**config.mk**
```make
export PLATFORM = sky130hd
export DESIGN_NAME = dram_arbiter
export DESIGN_NICKNAME = d
export VERILOG_FILES = /design/src/rtl/ram8mb_pkg.sv /design/src/rtl/dram_arbiter_rfsh_timer.sv /design/src/rtl/dram_arbiter.sv
export SDC_FILE = /design/constraint.sdc
export NUM_CORES = 1
export LEC_CHECK = 0
export CORE_ASPECT_RATIO = 1.2
export CORE_MARGIN = 5
export CORE_UTILIZATION = 63
export CTS_BUF_LIST = sky130_fd_sc_hd__clkbuf_8
export CTS_CLUSTER_DIAMETER = 200
export DETAILED_ROUTE_END_ITERATION = 16
export DONT_BUFFER_PORTS = 1
export HOLD_SLACK_MARGIN = 0.06
export PLACE_DENSITY = 0.85
export SLEW_MARGIN = 20
export SYNTH_ARGS = -nofsm -noshare
export SYNTH_HDL_FRONTEND = slang
export SYNTH_SLANG_ARGS = --single-unit
```
**constraint.sdc**
```tcl
create_clock -name cpu_clk -period 5.4 [get_ports cpu_clk]
set_input_delay 0.54 -clock cpu_clk [delete_from_list [all_inputs] [get_ports cpu_clk]]
set_output_delay 0.54 -clock cpu_clk [all_outputs]
set_load 0.01 [all_outputs]
```
**src/rtl/ram8mb_pkg.sv**
```systemverilog
// Shared types and default timing for the DRAM arbiter: FSM state encoding
// and refresh interval / pending ceiling / refresh RAS width defaults.
package ram8mb_pkg;

    localparam int RFSH_PERIOD_DEF  = 110;
    localparam int MAX_PENDING_DEF  = 4;
    localparam int RFSH_RAS_CYC_DEF = 2;

    typedef enum logic [2:0] {
        IDLE    = 3'd0,
        ACC_RAS = 3'd1,
        ACC_CAS = 3'd2,
        ACC_PRE = 3'd3,
        RF_CAS  = 3'd4,
        RF_RAS  = 3'd5,
        RF_PRE  = 3'd6
    } state_t;

endpackage

```
**src/rtl/dram_arbiter_rfsh_timer.sv**
```systemverilog
// Refresh bookkeeping: free-running interval counter, saturating count of
// owed refreshes, and the sticky flag for ticks that could not be recorded.
module rfsh_timer
    import ram8mb_pkg::*;
#(
    parameter int RFSH_PERIOD = RFSH_PERIOD_DEF,
    parameter int MAX_PENDING = MAX_PENDING_DEF
) (
    input  logic       clk,
    input  logic       rst,
    input  logic       rfsh_done,
    output logic [2:0] pending,
    output logic       lost
);

    localparam int CW = (RFSH_PERIOD > 1) ? $clog2(RFSH_PERIOD) : 1;

    logic [CW-1:0] interval;
    logic          tick;

    assign tick = (interval == CW'(RFSH_PERIOD - 1));

    always_ff @(posedge clk) begin
        if (rst) begin
            interval <= '0;
            pending  <= '0;
            lost     <= 1'b0;
        end else begin
            interval <= tick ? '0 : interval + 1'b1;
            // A tick and a completed refresh in the same cycle cancel out.
            unique case ({tick, rfsh_done})
                2'b10: begin
                    if (pending == 3'(MAX_PENDING)) lost <= 1'b1;
                    else                            pending <= pending + 1'b1;
                end
                2'b01: begin
                    if (pending != 3'd0) pending <= pending - 1'b1;
                end
                default: ;
            endcase
        end
    end

endmodule

```
**src/rtl/dram_arbiter.sv**
```systemverilog
// DRAM access/refresh arbiter with CAS-before-RAS refresh and registered strobes.
// Optional macro RFSH_BANK_ROTATE_EN adds the rfsh_bank rotation output.
module dram_arbiter
    import ram8mb_pkg::*;
#(
    parameter int RFSH_PERIOD  = RFSH_PERIOD_DEF,
    parameter int MAX_PENDING  = MAX_PENDING_DEF,
    parameter int RFSH_RAS_CYC = RFSH_RAS_CYC_DEF
) (
    input  logic       cpu_clk,
    input  logic       cpu_rst,
    input  logic       acc_req,
    input  logic       acc_wr,
    input  logic       acc_lds,
    input  logic       acc_uds,
    output logic       acc_ack,
    output logic       dram_nras,
    output logic       dram_nlcas,
    output logic       dram_nucas,
    output logic       dram_wrn,
    output logic       mux_col,
    output logic       rfsh_busy,
    output logic [2:0] rfsh_pending,
    output logic       rfsh_lost,
`ifdef RFSH_BANK_ROTATE_EN
    output logic [1:0] rfsh_bank,
`endif
    output state_t     fsm_state
);

    // Handshake: acc_req is a level the CPU holds until it has seen acc_ack and
    // ended its bus cycle; acc_ack stays high while acc_req holds and falls
    // on the precharge cycle that follows acc_req dropping.

    localparam int RC_W = (RFSH_RAS_CYC > 1) ? $clog2(RFSH_RAS_CYC) : 1;

    state_t          state;
    logic [RC_W-1:0] ras_cnt;
    logic            rfsh_done;
    logic            start_rfsh;

    assign fsm_state  = state;
    assign rfsh_done  = (state == RF_PRE);
    // A full backlog outranks the CPU; otherwise refresh only fills idle time.
    assign start_rfsh = (rfsh_pending == 3'(MAX_PENDING)) ||
                        (!acc_req && rfsh_pending != 3'd0);

    rfsh_timer #(
        .RFSH_PERIOD (RFSH_PERIOD),
        .MAX_PENDING (MAX_PENDING)
    ) u_rfsh_timer (
        .clk       (cpu_clk),
        .rst       (cpu_rst),
        .rfsh_done (rfsh_done),
        .pending   (rfsh_pending),
        .lost      (rfsh_lost)
    );

    always_ff @(posedge cpu_clk) begin
        if (cpu_rst) begin
            state      <= IDLE;
            dram_nras  <= 1'b1;
            dram_nlcas <= 1'b1;
            dram_nucas <= 1'b1;
            dram_wrn   <= 1'b1;
            mux_col    <= 1'b0;
            acc_ack    <= 1'b0;
            rfsh_busy  <= 1'b0;
            ras_cnt    <= '0;
`ifdef RFSH_BANK_ROTATE_EN
            rfsh_bank  <= 2'd0;
`endif
        end else begin
            unique case (state)
                IDLE: begin
                    if (start_rfsh) begin
                        state      <= RF_CAS;
                        dram_nlcas <= 1'b0;
                        dram_nucas <= 1'b0;
                        rfsh_busy  <= 1'b1;
                    end else if (acc_req) begin
                        state     <= ACC_RAS;
                        dram_nras <= 1'b0;
                    end
                end
                ACC_RAS, ACC_CAS: begin
                    if (acc_req) begin
                        state      <= ACC_CAS;
                        mux_col    <= 1'b1;
                        dram_nlcas <= ~acc_lds;
                        dram_nucas <= ~acc_uds;
                        dram_wrn   <= ~acc_wr;
                        acc_ack    <= 1'b1;
                    end else begin
                        state      <= ACC_PRE;
                        dram_nras  <= 1'b1;
                        dram_nlcas <= 1'b1;
                        dram_nucas <= 1'b1;
                        dram_wrn   <= 1'b1;
                        mux_col    <= 1'b0;
                        acc_ack    <= 1'b0;
                    end
                end
                ACC_PRE: state <= IDLE;
                RF_CAS: begin
                    state     <= RF_RAS;
                    dram_nras <= 1'b0;
                    ras_cnt   <= RC_W'(RFSH_RAS_CYC - 1);
                end
                RF_RAS: begin
                    if (ras_cnt == '0) begin
                        state      <= RF_PRE;
                        dram_nras  <= 1'b1;
                        dram_nlcas <= 1'b1;
                        dram_nucas <= 1'b1;
                    end else begin
                        ras_cnt <= ras_cnt - 1'b1;
                    end
                end
                RF_PRE: begin
                    state     <= IDLE;
                    rfsh_busy <= 1'b0;
`ifdef RFSH_BANK_ROTATE_EN
                    rfsh_bank <= rfsh_bank + 2'd1;
`endif
                end
                default: state <= IDLE;
            endcase
        end
    end

endmodule

```
==> impl_metrics.py, run 1 <==
metrics = {
    "floorplan": {
        "start_util": 0.679,
        "io_pins": 20,
        "num_rows": 16,
        "dieArea_um2": 2770,
        "core_um2": 1680,
        "die_w_um": 48.9,
        "dieHeight_um": 56.6,
    },
    "route": {
        "wl_per_cell_um": 14.6,
        "route.met2.wl_um": 1030,
        "num_vias": 963,
        "wl_met1_um": 1030,
        "vias_per_cell": 6.25,
        "top_layer": "met4",
        "wl_met3_um": 169,
        "drc_errors": 0,
        "drt_iter0_drc": 17,
        "finalWirelength_um": 2250,
        "detail-route-antenna-nets": 0,
        "first_pass_iters": 4,
    },
    "clock_network": {
        "numCtsBuffers": 3,
        "postCtsResizedCells": 0,
        "clockRootBuffer": "clkbuf_8",
        "cts_buffer_depth": 2,
        "cts_tree": "yes",
        "cts.hold.buffers_added": 0,
        "htreeDepth": 1,
        "cts_sinks": 21,
        "cts_setup_buffers": 0,
        "clkTransAtPathRegs_ns": 0.08,
        "insertion_delay_ns": 0.26,
    },
    "synthesis": {
        "synth.top_cell.area_share": 0.368,
        "synthFlopType": "dfxtp_1",
        "synth-seq-area-share": 0.368,
        "synth.most_common_cell": "dfxtp_1",
        "synthAdderAreaFrac": 0.0395,
        "synth-edff-count": 0,
        "synth_cell_types": 40,
        "synth_top_family_by_area": "simple AND/OR/NAND/NOR gates",
        "yosys.area_share.xor_xnor": 0.0384,
        "synth_area_leaders": "dfxtp_1 37%, a21oi_1 5.3%, nor2_1 5.3%, nor3_1 3.9%, o21ai_0 3.9%",
        "synthesis.nets": 150,
        "yosysTopAreaCell": "dfxtp_1",
        "ys_seq_elements": 21,
        "muxShareOfSynthArea": 0.0285,
        "synth.cell_area_um2": 1140,
        "synthSimpleGateAreaFrac": 0.284,
        "avgSynthCellArea_um2": 8.09,
        "synthTopCellsByCount": "21 x dfxtp_1, 16 x nor2_1, 12 x a21oi_1",
        "ys_warn_count": 0,
        "synthArstFlopShare": 0,
        "netlist_instances": 141,
        "synth_compound_area_frac": 0.171,
    },
    "power_and_ir_drop": {
        "switching_share": 0.270,
        "power_density_nw_per_um2": 275,
        "clkPwrFrac": 0.327,
        "ir_worst_vdd_uv": 175,
        "p_comb_frac": 0.101,
        "p_int_mw": 0.232,
        "switchingPower_mw": 0.0860,
        "p_leak_nw": 0.411,
        "seqPwrFrac": 0.571,
        "p_total_mw": 0.318,
    },
    "sta": {
        "fin_tns_setup_ns": 0,
        "final_hold_viol_count": 0,
        "rsz0062_at_grt": "false",
        "max_slew_margin": 0.649,
        "fin_crit_sh": 0.490,
        "tightest_slew_ns": 0.526,
        "min_period_ns": 2.65,
        "setup_violations": 0,
        "finalClockSkew_ns": 0.00396,
        "slew_viol_final": 0,
        "fmax_mhz": 378,
    },
    "worst_setup_path": {
        "path_class": "flop to flop",
        "path_buf_inv": 0,
        "cp.arrival_ns": 2.81,
        "max_stage_delay_ns": 0.66,
        "critPathTopFamily": "simple AND/OR/NAND/NOR gates",
        "cp_max_fo": 15,
        "critPathCaptureType": "flop",
        "r2r_cells": 6,
        "crit_path_cell_trace": "and3b_1 -> nand2_1 -> fa_1 -> or3_1 -> mux4_2 -> and2_1",
        "worstPathRequired_ns": 5.57,
        "reg2reg_to": "u_rfsh_timer.pending[2]",
        "slowest_stage": "dfxtp_1",
        "worstSetupStartpointType": "flop",
        "reg2reg_slack_ns": 2.75,
        "worstReg2RegStart": "fsm_state[1]",
    },
    "worst_hold_path": {
        "hold-path-cell-count": 1,
        "worstHoldStart": "cpu_rst",
        "hp-class": "primary input to flop",
        "holdPathEnd": "fsm_state[0]",
    },
    "place": {
        "gp_congestion": 0.825,
        "dp_hpwl_um": 1650,
        "dpl-instance-area_um2": 1110,
        "io_buffers": 0,
    },
    "global_routing": {
        "antenna_found_initial": 0,
        "grt_pass1_wl_um": 3820,
        "grt.overflow.total": 0,
        "grtUsageTotal": 0.168,
        "grt_start_max_net_pins": 21,
        "grt_pass1_vias": 855,
    },
    "cells_and_area": {
        "design.final.nets": 146,
        "antenna_cells": 0,
        "fin_area_um2": 1160,
        "finish.utilization": 0.688,
        "drive_above_1_share": 0.0441,
        "syn_to_final_growth_pct": 1.32,
    },
    "job": {
        "maxCapViolations": 0,
    },
    "status": {
        "status": "finished, final reports clean",
    },
}
==> power groups by stage <==
stage                     Combinational [mW]  Clock (mW)  Sequential, mW
after floorplan                       0.0365           0           0.179
after global placement                0.0308           0           0.185
after detailed placement              0.0322           0           0.186
after CTS                             0.0324       0.106           0.182
after global routing                  0.0366       0.114           0.184
final                                 0.0322       0.104           0.182
==> sequential cells by signal, indices dropped and copies added (netlist names) <==
register	count
rfsh_busy	1
dram_nras	1
dram_nlcas	1
dram_wrn	1
ras_cnt	1
fsm_state	3
u_rfsh_timer.interval	7
u_rfsh_timer.pending	3
mux_col	1
dram_nucas	1
u_rfsh_timer.lost	1
==> through the flow <==
step                      hold WS [ns]  instances  setup WS, ns
after floorplan                  0.464        141          3.08
after global placement           0.470        150          2.85
after detailed placement         0.481        150          2.76
after CTS                        0.333        154          2.76
after global routing             0.327        154          2.51
final                            0.339        154          2.75
==> layer usage <==
| metal | track usage | vias to the layer above |
|---|---|---|
| met3 | 0.0476 | 5 |
| met4 | 0.0615 | 0 |
| met5 | 0 | - |
| met2 | 0.257 | 34 |
| met1 | 0.221 | 438 |
| li1 | - | 486 |
==> worst max path at each step <==
| stage | start | endpoint | slack (ns) | cells past startpoint |
|---|---|---|---|---|
| 2_1_floorplan | u_rfsh_timer.interval[1] | u_rfsh_timer.pending[2] | 3.08 | 9 |
| 3_3_place_gp | fsm_state[1] | u_rfsh_timer.pending[2] | 2.85 | 6 |
| 3_5_place_dp | fsm_state[1] | u_rfsh_timer.pending[2] | 2.76 | 6 |
| 4_1_cts | fsm_state[1] | u_rfsh_timer.pending[2] | 2.76 | 6 |
| 5_1_grt | fsm_state[1] | u_rfsh_timer.pending[2] | 2.51 | 6 |
| 6_report | fsm_state[1] | u_rfsh_timer.pending[2] | 2.75 | 6 |
==> placed cells by master, fill, tap and decap left out, types with 5 or more instances in the layout <==
master	count
inv_1	7
nor2_1	16
nor3_1	9
nand2_1	9
nand3_1	5
a21oi_1	12
o21ai_0	9
dfxtp_1	21
==> layout make-up <==
| type | count | area (um2) |
|---|---|---|
| inverter | 7 | 26.3 |
| fill | 139 | 526 |
| clock buffer | 3 | 41.3 |
| multi-input combinational | 104 | 641 |
| clock inverter | 1 | 5.00 |
| sequential | 21 | 420 |
| tap | 18 | 22.5 |
==> logic make-up (layout without fill, tap and decap cells) <==
| kind of cell | after synthesis | count (layout) |
|---|---|---|
| flip-flops | 21 | 21 |
| XOR/XNOR | 5 | 5 |
| multiplexers | 2 | 2 |
| AND/OR/NAND/NOR | 62 | 62 |
| adder cells (fa/ha/maj) | 3 | 3 |
| AO/OA/AOI/OAI | 32 | 32 |
| buffers and inverters | 16 | 11 |
Note: power is estimated with default switching activity, not from simulation.
==> run 2, diff against run 1 <==
==> constraint.sdc (replaced) <==
create_clock -name cpu_clk -period 2.7 [get_ports cpu_clk]
set_input_delay 0.27 -clock cpu_clk [delete_from_list [all_inputs] [get_ports cpu_clk]]
set_output_delay 0.27 -clock cpu_clk [all_outputs]
set_load 0.01 [all_outputs]
==> run 2 against run 1 <==
- maximum frequency is 8.1% higher
- die area did not move
- via count is 9.0% higher
- routed wire length increased by 15%
- highest routed layer unchanged
==> impl_metrics.py, run 2 (same netlist as run 1, synthesis figures left out) <==
metrics = {
    "worst_setup_path": {
        "critPathCaptureType": "flop",
        "worstReg2RegStart": "u_rfsh_timer.interval[1]",
        "max_stage_delay_ns": 0.46,
        "cp_common_cell": "nand2_1",
        "critPathTopFamily": "simple AND/OR/NAND/NOR gates",
        "cp.arrival_ns": 2.61,
        "worstPathRequired_ns": 2.86,
        "path_class": "flop to flop",
        "cp_max_fo": 4,
        "worstSetupStartpointType": "flop",
        "path_buf_inv": 1,
        "r2r_cells": 9,
        "slowest_stage": "mux4_2",
        "reg2reg_to": "u_rfsh_timer.pending[2]",
        "crit_path_cell_trace": "inv_1 -> ha_1 -> and3b_1 -> nand2_1 -> nand2_1 -> fa_1 -> or3_1 -> mux4_2 -> and2_1",
        "reg2reg_slack_ns": 0.25,
    },
    "sta": {
        "final_hold_viol_count": 0,
        "max_slew_margin": 0.673,
        "rsz0062_at_grt": "false",
        "finalClockSkew_ns": 0.00172,
        "fin_tns_setup_ns": 0,
        "setup_violations": 0,
        "tightest_slew_ns": 0.488,
        "fmax_mhz": 408,
        "slew_viol_final": 0,
        "min_period_ns": 2.45,
        "fin_crit_sh": 0.907,
    },
    "job": {
        "maxCapViolations": 0,
    },
    "place": {
        "dp_hpwl_um": 1800,
        "gp_congestion": 0.827,
        "io_buffers": 0,
    },
    "cells_and_area": {
        "drive_above_1_share": 0.0567,
        "final_common_cell": "dfxtp_1",
        "syn_to_final_growth_pct": 4.93,
        "largest-register": "u_rfsh_timer.interval",
        "largest_register_ffs": 7,
        "antenna_cells": 0,
        "design.final.nets": 151,
        "final_cell_mix": "21 x dfxtp_1, 16 x nor2_1, 12 x a21oi_1",
    },
    "clock_network": {
        "cts_tree": "yes",
        "htreeDepth": 1,
        "clockRootBuffer": "clkbuf_8",
        "cts_setup_buffers": 0,
        "postCtsResizedCells": 0,
        "clkTransAtPathRegs_ns": 0.07,
        "insertion_delay_ns": 0.26,
        "numCtsBuffers": 3,
        "cts_buffer_depth": 2,
        "cts_sinks": 21,
    },
    "power_and_ir_drop": {
        "p_total_mw": 0.640,
        "p_leak_nw": 0.436,
        "ir_worst_vdd_uv": 421,
        "power_density_nw_per_um2": 535,
    },
    "floorplan": {
        "dieHeight_um": 56.6,
        "io_pins": 20,
        "start_util": 0.679,
        "dieArea_um2": 2770,
        "num_rows": 16,
        "die_w_um": 48.9,
        "core_um2": 1680,
    },
    "worst_hold_path": {
        "worstHoldStart": "cpu_rst",
        "hp-class": "primary input to flop",
        "holdPathEnd": "fsm_state[1]",
        "hold-path-cell-count": 1,
    },
    "route": {
        "num_vias": 1050,
        "finalWirelength_um": 2590,
        "drc_errors": 0,
        "first_pass_iters": 4,
        "wl_per_cell_um": 16.3,
        "vias_per_cell": 6.60,
        "drt_iter0_drc": 33,
        "detail-route-antenna-nets": 0,
    },
    "global_routing": {
        "grtUsageTotal": 0.177,
        "grt_pass1_vias": 901,
        "antenna_found_initial": 0,
        "grt_pass1_wl_um": 3980,
        "grt_start_max_net_pins": 21,
        "grt.overflow.total": 0,
    },
    "status": {
        "status": "finished, final reports clean",
    },
}
[run 2: cell count changes in the layout (fill, tap and decap cells not counted)]
| cell | change |
|---|---|
| clkinv_2 | -1 |
| inv_1 | +1 |
| buf_4 | +3 |
| dlygate4sd3_1 | +2 |
[run 2: cell type report]
type                            instances  area [um2]
Multi-Input combinational cell        104         641
Timing Repair Buffer                    5        42.5
Sequential cell                        21         420
Fill cell                             125         484
Clock buffer                            3        41.3
Tap cell                               18        22.5
Inverter                                7        26.3
Clock inverter                          1        3.75
[run 2: metrics by stage]
step	area (um2)	setup WS, ns	hold slack, ns	std cells	util
6_report	1200	0.250	0.0731	159	0.712
5_1_grt	1200	0.142	0.0609	159	0.712
4_1_cts	1180	0.251	0.0674	157	0.700
3_5_place_dp	1130	0.262	0.347	153	0.673
3_3_place_gp	1130	0.340	0.345	153	0.673
2_1_floorplan	1140	0.383	0.458	141	-
[run 2: power by group]
part	internal [mW]	leakage, nW	switching (mW)
Combinational	0.0381	0.238	0.0491
Clock	0.101	0.0269	0.101
Sequential	0.330	0.171	0.0210
[run 2: repair_timing]
item	CTS	global route
hold endpoints to repair	0	2
hold buffers	0	2
setup endpoints to repair	0	0
[run 2: worst reg2reg max path: stages (launching register included)]
cell and delay [ns]:
dfxtp_1 0.35, inv_1 0.05, ha_1 0.19, and3b_1 0.19, nand2_1 0.08, nand2_1 0.07, fa_1 0.42, or3_1 0.38
mux4_2 0.46, and2_1 0.16
[run 2: per-layer routing]
metal	wire length (um)	global-route usage
met5	0	0
met1	980	0.217
met4	70	0.119
met2	1290	0.269
met3	249	0.0450
[run 2: worst max-delay path by stage]
stage,startpoint,end,slack (ns),cells past startpoint
detailed placement,u_rfsh_timer.interval[1],u_rfsh_timer.pending[2],0.26,9
CTS,u_rfsh_timer.interval[1],u_rfsh_timer.pending[2],0.25,9
finish,u_rfsh_timer.interval[1],u_rfsh_timer.pending[2],0.25,9
global route,u_rfsh_timer.interval[1],u_rfsh_timer.pending[2],0.14,9
global placement,u_rfsh_timer.interval[1],u_rfsh_timer.pending[2],0.34,9
floorplan,u_rfsh_timer.interval[1],u_rfsh_timer.pending[2],0.38,9
